**config.mk**
```make
export PLATFORM = sky130hd
export DESIGN_NAME = instruction_count_register
export DESIGN_NICKNAME = d
export VERILOG_FILES = /design/src/rtl/instruction_count_register.sv
export SDC_FILE = /design/constraint.sdc
export NUM_CORES = 1
export LEC_CHECK = 0
export CORE_UTILIZATION = 45
export DETAILED_ROUTE_END_ITERATION = 7
export HOLD_SLACK_MARGIN = 0.12
export PLACE_DENSITY = 0.73
export SLEW_MARGIN = 15
export SYNTH_ARGS = -nofsm -noshare
export SYNTH_HDL_FRONTEND = slang
export SYNTH_SLANG_ARGS = --single-unit
```
**constraint.sdc**
```tcl
create_clock -name clk -period 2.55 [get_ports clk]
set_input_delay 0.51 -clock clk [delete_from_list [all_inputs] [get_ports clk]]
set_output_delay 0.51 -clock clk [all_outputs]
set_load 0.05 [all_outputs]
```
**src/rtl/instruction_count_register.sv**
```systemverilog
// ---------------------------------------------------------------------------
// instruction_count_register
//
// Retired-instruction counter for the CPU datapath/control. It holds a
// WIDTH-bit unsigned count that advances by one on every rising clock edge
// where the control unit asserts update_count. The count wraps modulo
// 2^WIDTH, and a sticky overflow flag records that at least one wrap has
// happened since the last reset.
//
// Ports:
//   clk          in   1      system clock; all state updates on rising edge
//   reset        in   1      synchronous, active-high clear (wins over update)
//   update_count in   1      increment enable, level-sensitive per cycle
//   count_out    out  WIDTH  current count, straight from the register
//   overflow     out  1      sticky wrap flag, cleared only by reset
// ---------------------------------------------------------------------------
module instruction_count_register #(
    parameter int WIDTH = 16
) (
    input  logic             clk,
    input  logic             reset,
    input  logic             update_count,
    output logic [WIDTH-1:0] count_out,
    output logic             overflow
);

    logic [WIDTH-1:0] count_q;
    logic             overflow_q;
    logic [WIDTH-1:0] count_inc;
    logic             carry;

    // The carry out of the +1 is exactly the all-ones -> zero wrap event,
    // so no separate all-ones compare is needed.
    always_comb begin
        {carry, count_inc} = {1'b0, count_q} + {{WIDTH{1'b0}}, 1'b1};
    end

    // Only a definite 1 on update_count advances the count. An X/Z enable
    // makes the if-condition false in simulation, so the register holds.
    always_ff @(posedge clk) begin
        if (reset) begin
            count_q    <= '0;
            overflow_q <= 1'b0;
        end else if (update_count == 1'b1) begin
            count_q <= count_inc;
            if (carry) begin
                overflow_q <= 1'b1;
            end
        end
    end

    assign count_out = count_q;
    assign overflow  = overflow_q;

endmodule

```
* Word level (Yosys, flattened, before mapping)
Index checks and enable logic that the tools add are counted.
Storage, ports and cells: register bits after elaboration 17, input port bits 3, output and inout port bits 17, logic and storage cells 4
Operators by class: $add $sub $neg 1, reduce and logical (&&, ||, !) cells 1
Operators with widths (count):
- 16-bit by 1-bit adder with 17-bit output (second input constant) | 1
- 2-bit AND reduction | 1

* Logic depth before layout (Yosys ltp)
Gate-level depths: netlist of the first run.
word-level depth 2, mapped depth 5

* Least setup slack after synthesis of the first run
Ideal clock, no wire load.
kind flip-flop to flip-flop, start reg count_q[0], in the netlist count_out[0], end reg count_q[12], in the netlist count_out[12], arrival 1.879 ns, data required time 2.429 ns, setup slack 0.550 ns, cell stages (with the launch flop) 5, buffers on the path 0, cell sequence dfxtp_1 ha_1 nand3_1 nor4_1 mux2_2
Between the ends: word-level cells in the longest chain between the ends 1
RTL lines:
- start: declaration | line 27 | logic [WIDTH-1:0] count_q;
- start signal: assignment | line 45 | count_q <= count_inc;
- 16-bit by 1-bit adder with 17-bit output | line 35 | {carry, count_inc} = {1'b0, count_q} + {{WIDTH{1'b0}}, 1'b1};
Every way passes these cells. A chain may end at the register's enable or synchronous reset.

* Worst setup path after layout of the first run
start reg count_q[3], in the netlist count_out[3], end out count_out[3]
RTL lines:
- end: declaration | line 23 | output logic [WIDTH-1:0] count_out,
No word-level cell between the ends.

==> impl_metrics.env, run 1 <==
export IMPL_antenna_found_initial=0
export IMPL_drt_iter0_drc=11
export IMPL_dp_hpwl_um=1140
export IMPL_post_cts_buffers=0
export IMPL_grt_max_degree=15
export IMPL_slowest_delay_ns=0.85
export IMPL_synth_area_top_cells="dfxtp_1 43%, a21oi_1 4.4%, nor2_1 4.2%"
export IMPL_ys_dominant_reg_cell="dfxtp_1"
export IMPL_portBuffers=19
export IMPL_fin_crit_sh=0.826
export IMPL_worst_pin_slew_ns=0.498
export IMPL_cp_top_family="buffers and inverters"
export IMPL_final_util=0.641
export IMPL_design_area_um2=1010
export IMPL_status="finished, final reports clean"
export IMPL_rsz0062_at_grt="false"
export IMPL_synthMostInstantiatedCell="dfxtp_1"
export IMPL_holdPathStages=1
export IMPL_grt_ovfl_total=0
export IMPL_synthCells=89
export IMPL_powerDensity_nw_per_um2=452
export IMPL_syn_num_nets=93
export IMPL_diodes=0
export IMPL_cts_buffers=3
export IMPL_wirelength_um=1610
export IMPL_crit_type="reg -> out"
export IMPL_ant_nets=0
export IMPL_cts_buffer_depth=2
export IMPL_crit_required_ns=2.04
export IMPL_synth_area_um2=798
export IMPL_via_per_inst=5.88
export IMPL_die_area_um2=1950
export IMPL_cts_sinks=17
export IMPL_drtPass1Iterations=4
export IMPL_setup_tns_ns=0
export IMPL_setup_worst_path_end_class="primary output"
export IMPL_worstSetupPathDepth=1
export IMPL_irDropWorstVdd_mv=0.381
export IMPL_io_pins=20
export IMPL_path_cells="clkdlybuf4s50_1"
export IMPL_dpl_worst_slack_ns=0.214
export IMPL_clkTransAtPathRegs_ns=0.10
export IMPL_drive_above_1_share=0.111
export IMPL_leakage_uw=0.000349
export IMPL_synth_edf_count=0
export IMPL_reg2regPathDepth=4
export IMPL_hold_class="reg -> reg"
export IMPL_synth_warnings=0
export IMPL_grt_pass1_vias=628
export IMPL_arrival_ns=1.60
export IMPL_routed_via_count=729
export IMPL_yosysSeqAreaShare=0.426
export IMPL_grtUsageTotal=0.187
export IMPL_synth_top_cell_area_share=0.426
export IMPL_finalSetupViolCount=0
export IMPL_initial_core_util=0.506
export IMPL_root_buffer="clkbuf_4"
export IMPL_syn_to_final_growth_pct=26.6
export IMPL_synth_distinct_cells=28
export IMPL_fp_dieH_um=44.1
export IMPL_ctsHoldBuffers=0
export IMPL_gp_congestion=0.751
export IMPL_maxCapViolations=0
export IMPL_std_cell_rows=14
export IMPL_cts_resized=0
export IMPL_die_x_um=44.1
export IMPL_drc=0
export IMPL_fin_skew_ns=0.00360
export IMPL_ys_seq_elements=17
export IMPL_worst_slack_ns=0.443
export IMPL_async_flop_share=0
export IMPL_min_period_ns=2.11
export IMPL_drv_slew=0
export IMPL_placed_cell_area_um2=985
export IMPL_synth_area_per_cell_um2=8.97
export IMPL_h_tree_depth=1
export IMPL_grt_pass1_wl_um=2680
export IMPL_slew_headroom=0.667
export IMPL_finalHoldViolations=0
export IMPL_yosysTopAreaCell="dfxtp_1"
export IMPL_num_nets_final=113
export IMPL_wire_per_inst_um=13.0
export IMPL_core_um2=1580
export IMPL_yosys_top_cells_count="17 x dfxtp_1, 9 x nor2_1, 7 x a21oi_1"
export IMPL_critPathMaxFanout=6
export IMPL_clk_latency_ns=0.29
export IMPL_crit_path_start_kind="register"
export IMPL_cp_slowest_cell="clkdlybuf4s50_1"
export IMPL_cp_num_buf_inv=1
export IMPL_fmax_ghz=0.475
export IMPL_cts_tree="done"
-- layout make-up --
cell class                      count  area [um^2]
Fill cell                         133          566
Multi-Input combinational cell     64          415
Sequential cell                    17          340
Timing Repair Buffer               20          198
Clock buffer                        4         26.3
Tap cell                           16         20.0
Inverter                            3         11.3
-- report_power, final --
part / switching [uW] / internal, uW / leakage [uW]
clock network: 83.5 / 60.9 / 0.0000150
logic: 23.9 / 15.1 / 0.000197
registers: 4.37 / 269 / 0.000137
-- per-layer routing --
metal  vias to the layer above  global-route usage  share of wire
li1                        360                   -              -
met5                         -                   0              0
met4                         0               0.115          0.021
met1                       341               0.226           0.43
met3                         4              0.0531          0.061
met2                        24               0.291           0.48
-- path summary, 6_finish.rpt --
kind,start,end,slack [ns]
hold reg to reg,overflow$_SDFFE_PP0P_,overflow$_SDFFE_PP0P_,0.49
hold / removal,overflow$_SDFFE_PP0P_,overflow$_SDFFE_PP0P_,0.49
setup / recovery,count_out[3]$_SDFFE_PP0P_,count_out[3],0.44
setup reg to reg,count_out[0]$_SDFFE_PP0P_,count_out[12]$_SDFFE_PP0P_,0.77
-- metrics by stage --
stage / power, uW / cells / hold slack [ns]
final: 457 / 124 / 0.493
after global routing: 472 / 124 / 0.525
after CTS: 458 / 124 / 0.500
after detailed placement: 318 / 120 / 0.476
after global placement: 318 / 120 / 0.482
after floorplan: 306 / 89 / 0.715
-- cells in the final DEF, fill, tap and decap left out --
master           instances
xor2_1                   3
a21oi_1                  7
xnor2_1                  1
inv_1                    3
o21ai_0                  3
clkbuf_1                 1
mux2i_1                  2
nand2_1                  4
or2_2                    1
clkdlybuf4s50_1         19
a22o_1                   1
buf_4                    1
nand4_1                  3
mux2_2                   3
nand4_2                  2
nor2b_1                  3
dfxtp_1                 17
nor4_1                   4
o31ai_1                  4
clkbuf_4                 3
nor2_1                   9
or3_2                    2
or3_1                    1
nand3_1                  5
or4_1                    4
nand2b_1                 1
ha_1                     1
-- registers in the layout, indices dropped and copies added (netlist names) --
register / cells
overflow: 1
count_out: 16
-- cells by family (layout without fill, tap and decap cells) --
family | count (synthesis) | count (layout) | share of synthesized area
and+or+nand+nor | 39 | 39 | 0.282
AOI/OAI and AO/OA | 15 | 15 | 0.111
buffers and inverters | 8 | 27 | 0.0533
muxes | 5 | 5 | 0.0674
xor gates and xnor gates | 4 | 4 | 0.0439
DFF | 17 | 17 | 0.426
adders and majority gates | 1 | 1 | 0.0157
Power figures use the tool's default switching activity.
==> run 2, diff against run 1 <==
Settings changed: CORE_UTILIZATION 45 to 42, PLACE_DENSITY 0.73 to 0.72.
Clock period 2.55 ns to 1.86 ns, I/O delays scaled along.
==> impl_metrics.env, run 2 (synthesized netlist as in run 1, its figures left out) <==
export IMPL_hp_start="overflow$_SDFFE_PP0P_"
export IMPL_fmax_ghz=0.551
export IMPL_slew_headroom=0.673
export IMPL_critPathMaxFanout=2
export IMPL_fin_crit_sh=0.976
export IMPL_rr_startpoint="count_out[0]$_SDFFE_PP0P_"
export IMPL_startpoint="overflow$_SDFFE_PP0P_"
export IMPL_irDropWorstVdd_mv=0.380
export IMPL_final_cell_mix="24 x buf_4, 15 x dfxtp_1, 9 x nor2_1"
export IMPL_cp_top_family="buffers and inverters"
export IMPL_via_per_inst=5.11
export IMPL_status="finished, final reports clean"
export IMPL_maxCapViolations=0
export IMPL_std_cell_rows=15
export IMPL_setup_worst_path_end_class="primary output"
export IMPL_die_x_um=45.6
export IMPL_grt_pass1_wl_um=2370
export IMPL_worst_pin_slew_ns=0.489
export IMPL_crit_type="reg -> out"
export IMPL_gp_congestion=0.733
export IMPL_drive_above_1_share=0.330
export IMPL_grt_pass1_vias=552
export IMPL_fill_cells=157
export IMPL_crit_required_ns=1.49
export IMPL_grt_max_degree=12
export IMPL_cp_num_buf_inv=1
export IMPL_drt_iter0_drc=4
export IMPL_finalHoldViolations=0
export IMPL_core_um2=1750
export IMPL_wire_per_inst_um=11.3
export IMPL_finalSetupViolCount=0
export IMPL_rsz0062_at_grt="false"
export IMPL_largest_reg_flops=16
export IMPL_grtUsageTotal=0.160
export IMPL_hold_class="reg -> reg"
export IMPL_drc=0
export IMPL_portBuffers=19
export IMPL_dp_hpwl_um=1160
export IMPL_wirelength_um=1580
export IMPL_fin_skew_ns=0.00569
export IMPL_design_area_um2=1040
export IMPL_slowest_delay_ns=0.80
export IMPL_fp_dieH_um=45.6
export IMPL_routed_via_count=716
export IMPL_cp_slowest_cell="clkdlybuf4s50_1"
export IMPL_path_cells="clkdlybuf4s50_1"
export IMPL_num_nets_final=120
export IMPL_powerDensity_nw_per_um2=610
export IMPL_antenna_found_initial=0
export IMPL_h_tree_depth=1
export IMPL_finalPower_uw=633
export IMPL_syn_to_final_growth_pct=30.1
export IMPL_ant_nets=0
export IMPL_grt_ovfl_total=0
export IMPL_final_util=0.595
export IMPL_clkTransAtPathRegs_ns=0.11
export IMPL_io_pins=20
export IMPL_root_buffer="clkbuf_4"
export IMPL_diodes=0
export IMPL_min_period_ns=1.81
export IMPL_crit_path_start_kind="register"
export IMPL_ctsHoldBuffers=0
export IMPL_cts_sinks=17
export IMPL_cts_resized=0
export IMPL_cts_buffer_depth=2
export IMPL_arrival_ns=1.44
export IMPL_initial_core_util=0.457
export IMPL_clk_latency_ns=0.29
export IMPL_drv_slew=0
export IMPL_leakage_uw=0.000418
export IMPL_post_cts_buffers=0
export IMPL_cts_tree="done"
export IMPL_cts_buffers=3
export IMPL_mostFrequentLayoutCell="buf_4"
export IMPL_placed_cell_area_um2=1010
export IMPL_die_area_um2=2080
export IMPL_drtPass1Iterations=4
export IMPL_setup_tns_ns=0
## run 2: routing by layer
| metal | GRT usage | vias up | share of wire |
|---|---|---|---|
| li1 | - | 372 | - |
| met1 | 0.230 | 329 | 0.50 |
| met2 | 0.226 | 11 | 0.46 |
| met3 | 0.0238 | 4 | 0.030 |
| met4 | 0.0909 | 0 | 0.013 |
| met5 | 0 | - | 0 |
## run 2: worst paths after layout
check,cells past startpoint,slack [ns],endpoint
setup / recovery,1,0.05,overflow
hold / removal,1,0.50,overflow$_SDFFE_PP0P_
setup reg to reg,4,0.20,count_out[12]$_SDFFE_PP0P_
hold reg to reg,1,0.50,overflow$_SDFFE_PP0P_
## run 2: final cells by class
cell class | count | area [um^2] | share of cell area
well taps | 25 | 31.3 | 0.0301
flip-flops and latches | 17 | 343 | 0.330
clock inverters | 1 | 5.00 | 0.00482
clock buffers | 3 | 22.5 | 0.0217
multi-input cells | 64 | 415 | 0.400
inverters | 3 | 11.3 | 0.0108
repair buffers | 27 | 210 | 0.202
## run 2: report_power, final
part	total, uW	switching, uW	internal [uW]	leakage, uW
Combinational	54.4	32.7	21.7	0.000262
Clock	203	123	80.0	0.0000177
Sequential	376	6.16	370	0.000138
Total	633	162	471	0.000418
## run 2: metrics by stage
| step | setup slack [ns] | std cells | hold WS [ns] |
|---|---|---|---|
| 2_1_floorplan | 0.00854 | 89 | 0.579 |
| 3_3_place_gp | -0.121 | 136 | 0.464 |
| 3_5_place_dp | -0.140 | 136 | 0.474 |
| 4_1_cts | 0.0335 | 140 | 0.509 |
| 5_1_grt | 0.0128 | 140 | 0.521 |
| 6_report | 0.0456 | 140 | 0.503 |
==> run 3, diff against run 2 <==
Settings changed: DONT_BUFFER_PORTS from default to 1, GPL_ROUTABILITY_DRIVEN from default to 0, PLACE_DENSITY 0.72 to 0.58.
==> impl_metrics.env, run 3 (synthesized netlist as in run 1, its figures left out) <==
export IMPL_status="finished, final reports clean"
export IMPL_root_buffer="clkbuf_4"
export IMPL_diodes=0
export IMPL_fin_skew_ns=0.00130
export IMPL_setup_worst_path_end_class="register"
export IMPL_power_frac_seq=0.619
export IMPL_portBuffers=0
export IMPL_cts_sinks=17
export IMPL_initial_core_util=0.457
export IMPL_holdPathEnd="count_out[0]$_SDFFE_PP0P_"
export IMPL_r2r_end="count_out[12]$_SDFFE_PP0P_"
export IMPL_p_clk_frac=0.316
export IMPL_switching_share=0.227
export IMPL_reg2regPathDepth=3
export IMPL_finalSetupViolCount=0
export IMPL_core_um2=1750
export IMPL_slowest_delay_ns=0.44
export IMPL_grt_max_degree=22
export IMPL_arrival_ns=1.74
export IMPL_mostFrequentLayoutCell="buf_4"
export IMPL_num_nets_final=109
export IMPL_intPower_uw=467
export IMPL_setup_tns_ns=0
export IMPL_powerDensity_nw_per_um2=637
export IMPL_grtUsageTotal=0.181
export IMPL_cts_buffers=3
export IMPL_final_cell_mix="16 x buf_4, 15 x dfxtp_1, 9 x nor2_1"
export IMPL_via_per_inst=5.34
export IMPL_die_area_um2=2080
export IMPL_p_sw_uw=137
export IMPL_cts_tree="done"
export IMPL_crit_path_start_kind="register"
export IMPL_holdPathStages=1
export IMPL_grt_pass1_wl_um=2670
export IMPL_cts_resized=0
export IMPL_worst_pin_slew_ns=0.518
export IMPL_drive_above_1_share=0.279
export IMPL_std_cell_rows=15
export IMPL_leakage_uw=0.000365
export IMPL_die_x_um=45.6
export IMPL_drv_slew=0
export IMPL_drt_iter0_drc=5
export IMPL_drtPass1Iterations=4
export IMPL_r2r_setup_slack_ns=0.29
export IMPL_dp_hpwl_um=1110
export IMPL_irDropWorstVdd_mv=0.412
export IMPL_slew_headroom=0.654
export IMPL_critPathMaxFanout=14
export IMPL_wire_per_inst_um=12.0
export IMPL_post_cts_buffers=0
export IMPL_ant_nets=0
export IMPL_hp_start="reset"
export IMPL_routed_via_count=689
export IMPL_fp_dieH_um=45.6
export IMPL_rsz0062_at_grt="false"
export IMPL_fmax_ghz=0.638
export IMPL_largest_reg_flops=16
export IMPL_io_pins=20
export IMPL_clk_latency_ns=0.28
export IMPL_fill_cells=167
export IMPL_whs_ns=0.144
export IMPL_cts_buffer_depth=2
export IMPL_path_cells="nand4_2 -> nor4_1 -> mux2_2"
export IMPL_wirelength_um=1550
export IMPL_syn_to_final_growth_pct=18.7
export IMPL_maxCapViolations=0
export IMPL_rr_startpoint="count_out[6]$_SDFFE_PP0P_"
export IMPL_ctsHoldBuffers=0
export IMPL_h_tree_depth=1
export IMPL_finalHoldViolations=0
export IMPL_pwr_share_comb=0.065
export IMPL_drc=0
export IMPL_hold_class="in -> reg"
export IMPL_crit_required_ns=2.04
export IMPL_min_period_ns=1.57
export IMPL_crit_type="reg -> reg"
export IMPL_antenna_found_initial=0
export IMPL_clkTransAtPathRegs_ns=0.09
export IMPL_grt_ovfl_total=0
export IMPL_fin_crit_sh=0.843
export IMPL_cp_slowest_cell="nor4_1"
export IMPL_grt_pass1_vias=645
[run 3: worst max-delay path by stage]
stage                                    startpoint                         end  slack [ns]  depth (start not counted)
after floorplan           count_out[2]$_SDFFE_PP0P_  count_out[12]$_SDFFE_PP0P_       0.009                          3
after global placement    count_out[5]$_SDFFE_PP0P_  count_out[14]$_SDFFE_PP0P_        0.30                          3
after detailed placement  count_out[6]$_SDFFE_PP0P_  count_out[12]$_SDFFE_PP0P_        0.28                          3
after CTS                 count_out[6]$_SDFFE_PP0P_  count_out[12]$_SDFFE_PP0P_        0.27                          3
after global routing      count_out[6]$_SDFFE_PP0P_  count_out[12]$_SDFFE_PP0P_        0.11                          3
final                     count_out[6]$_SDFFE_PP0P_  count_out[12]$_SDFFE_PP0P_        0.29                          3
[run 3: critical path: cells and delay by family, from the launching register on]
family / cells / cell delay (ns)
multiplexers: 1 / 0.38
AND/OR/NAND/NOR: 2 / 0.73
flip-flops: 1 / 0.36
[run 3: layout make-up]
class	instances	area, um^2	share of cell area
multi-input cells	64	415	0.439
flip-flops and latches	17	343	0.362
repair buffers	16	120	0.127
well taps	25	31.3	0.0330
clock buffers	4	26.3	0.0277
inverters	3	11.3	0.0119
[run 3: metal layers]
| metal | up-vias | global-route usage | wire, um |
|---|---|---|---|
| met5 | - | 0 | 0 |
| met3 | 2 | 0.0437 | 88 |
| met4 | 0 | 0.0727 | 13 |
| li1 | 354 | - | - |
| met1 | 314 | 0.256 | 739 |
| met2 | 19 | 0.263 | 711 |
[run 3: per-stage QoR]
stage	cell area, um^2	util	instances	power, uW	worst slack, ns
finish	947	0.543	129	604	0.291
global route	947	0.543	129	629	0.112
CTS	947	0.543	129	612	0.274
detailed placement	921	0.528	125	421	0.283
global placement	921	0.528	125	421	0.305
floorplan	801	-	89	420	0.00854
[run 3: power by group through the flow]
| stage | Sequential (uW) | Clock [uW] | Combinational, uW |
|---|---|---|---|
| 2_1_floorplan | 400 | 0 | 20.5 |
| 3_3_place_gp | 382 | 0 | 39.3 |
| 3_5_place_dp | 382 | 0 | 39.2 |
| 4_1_cts | 374 | 199 | 39.3 |
| 5_1_grt | 374 | 213 | 41.8 |
| 6_report | 374 | 191 | 38.9 |
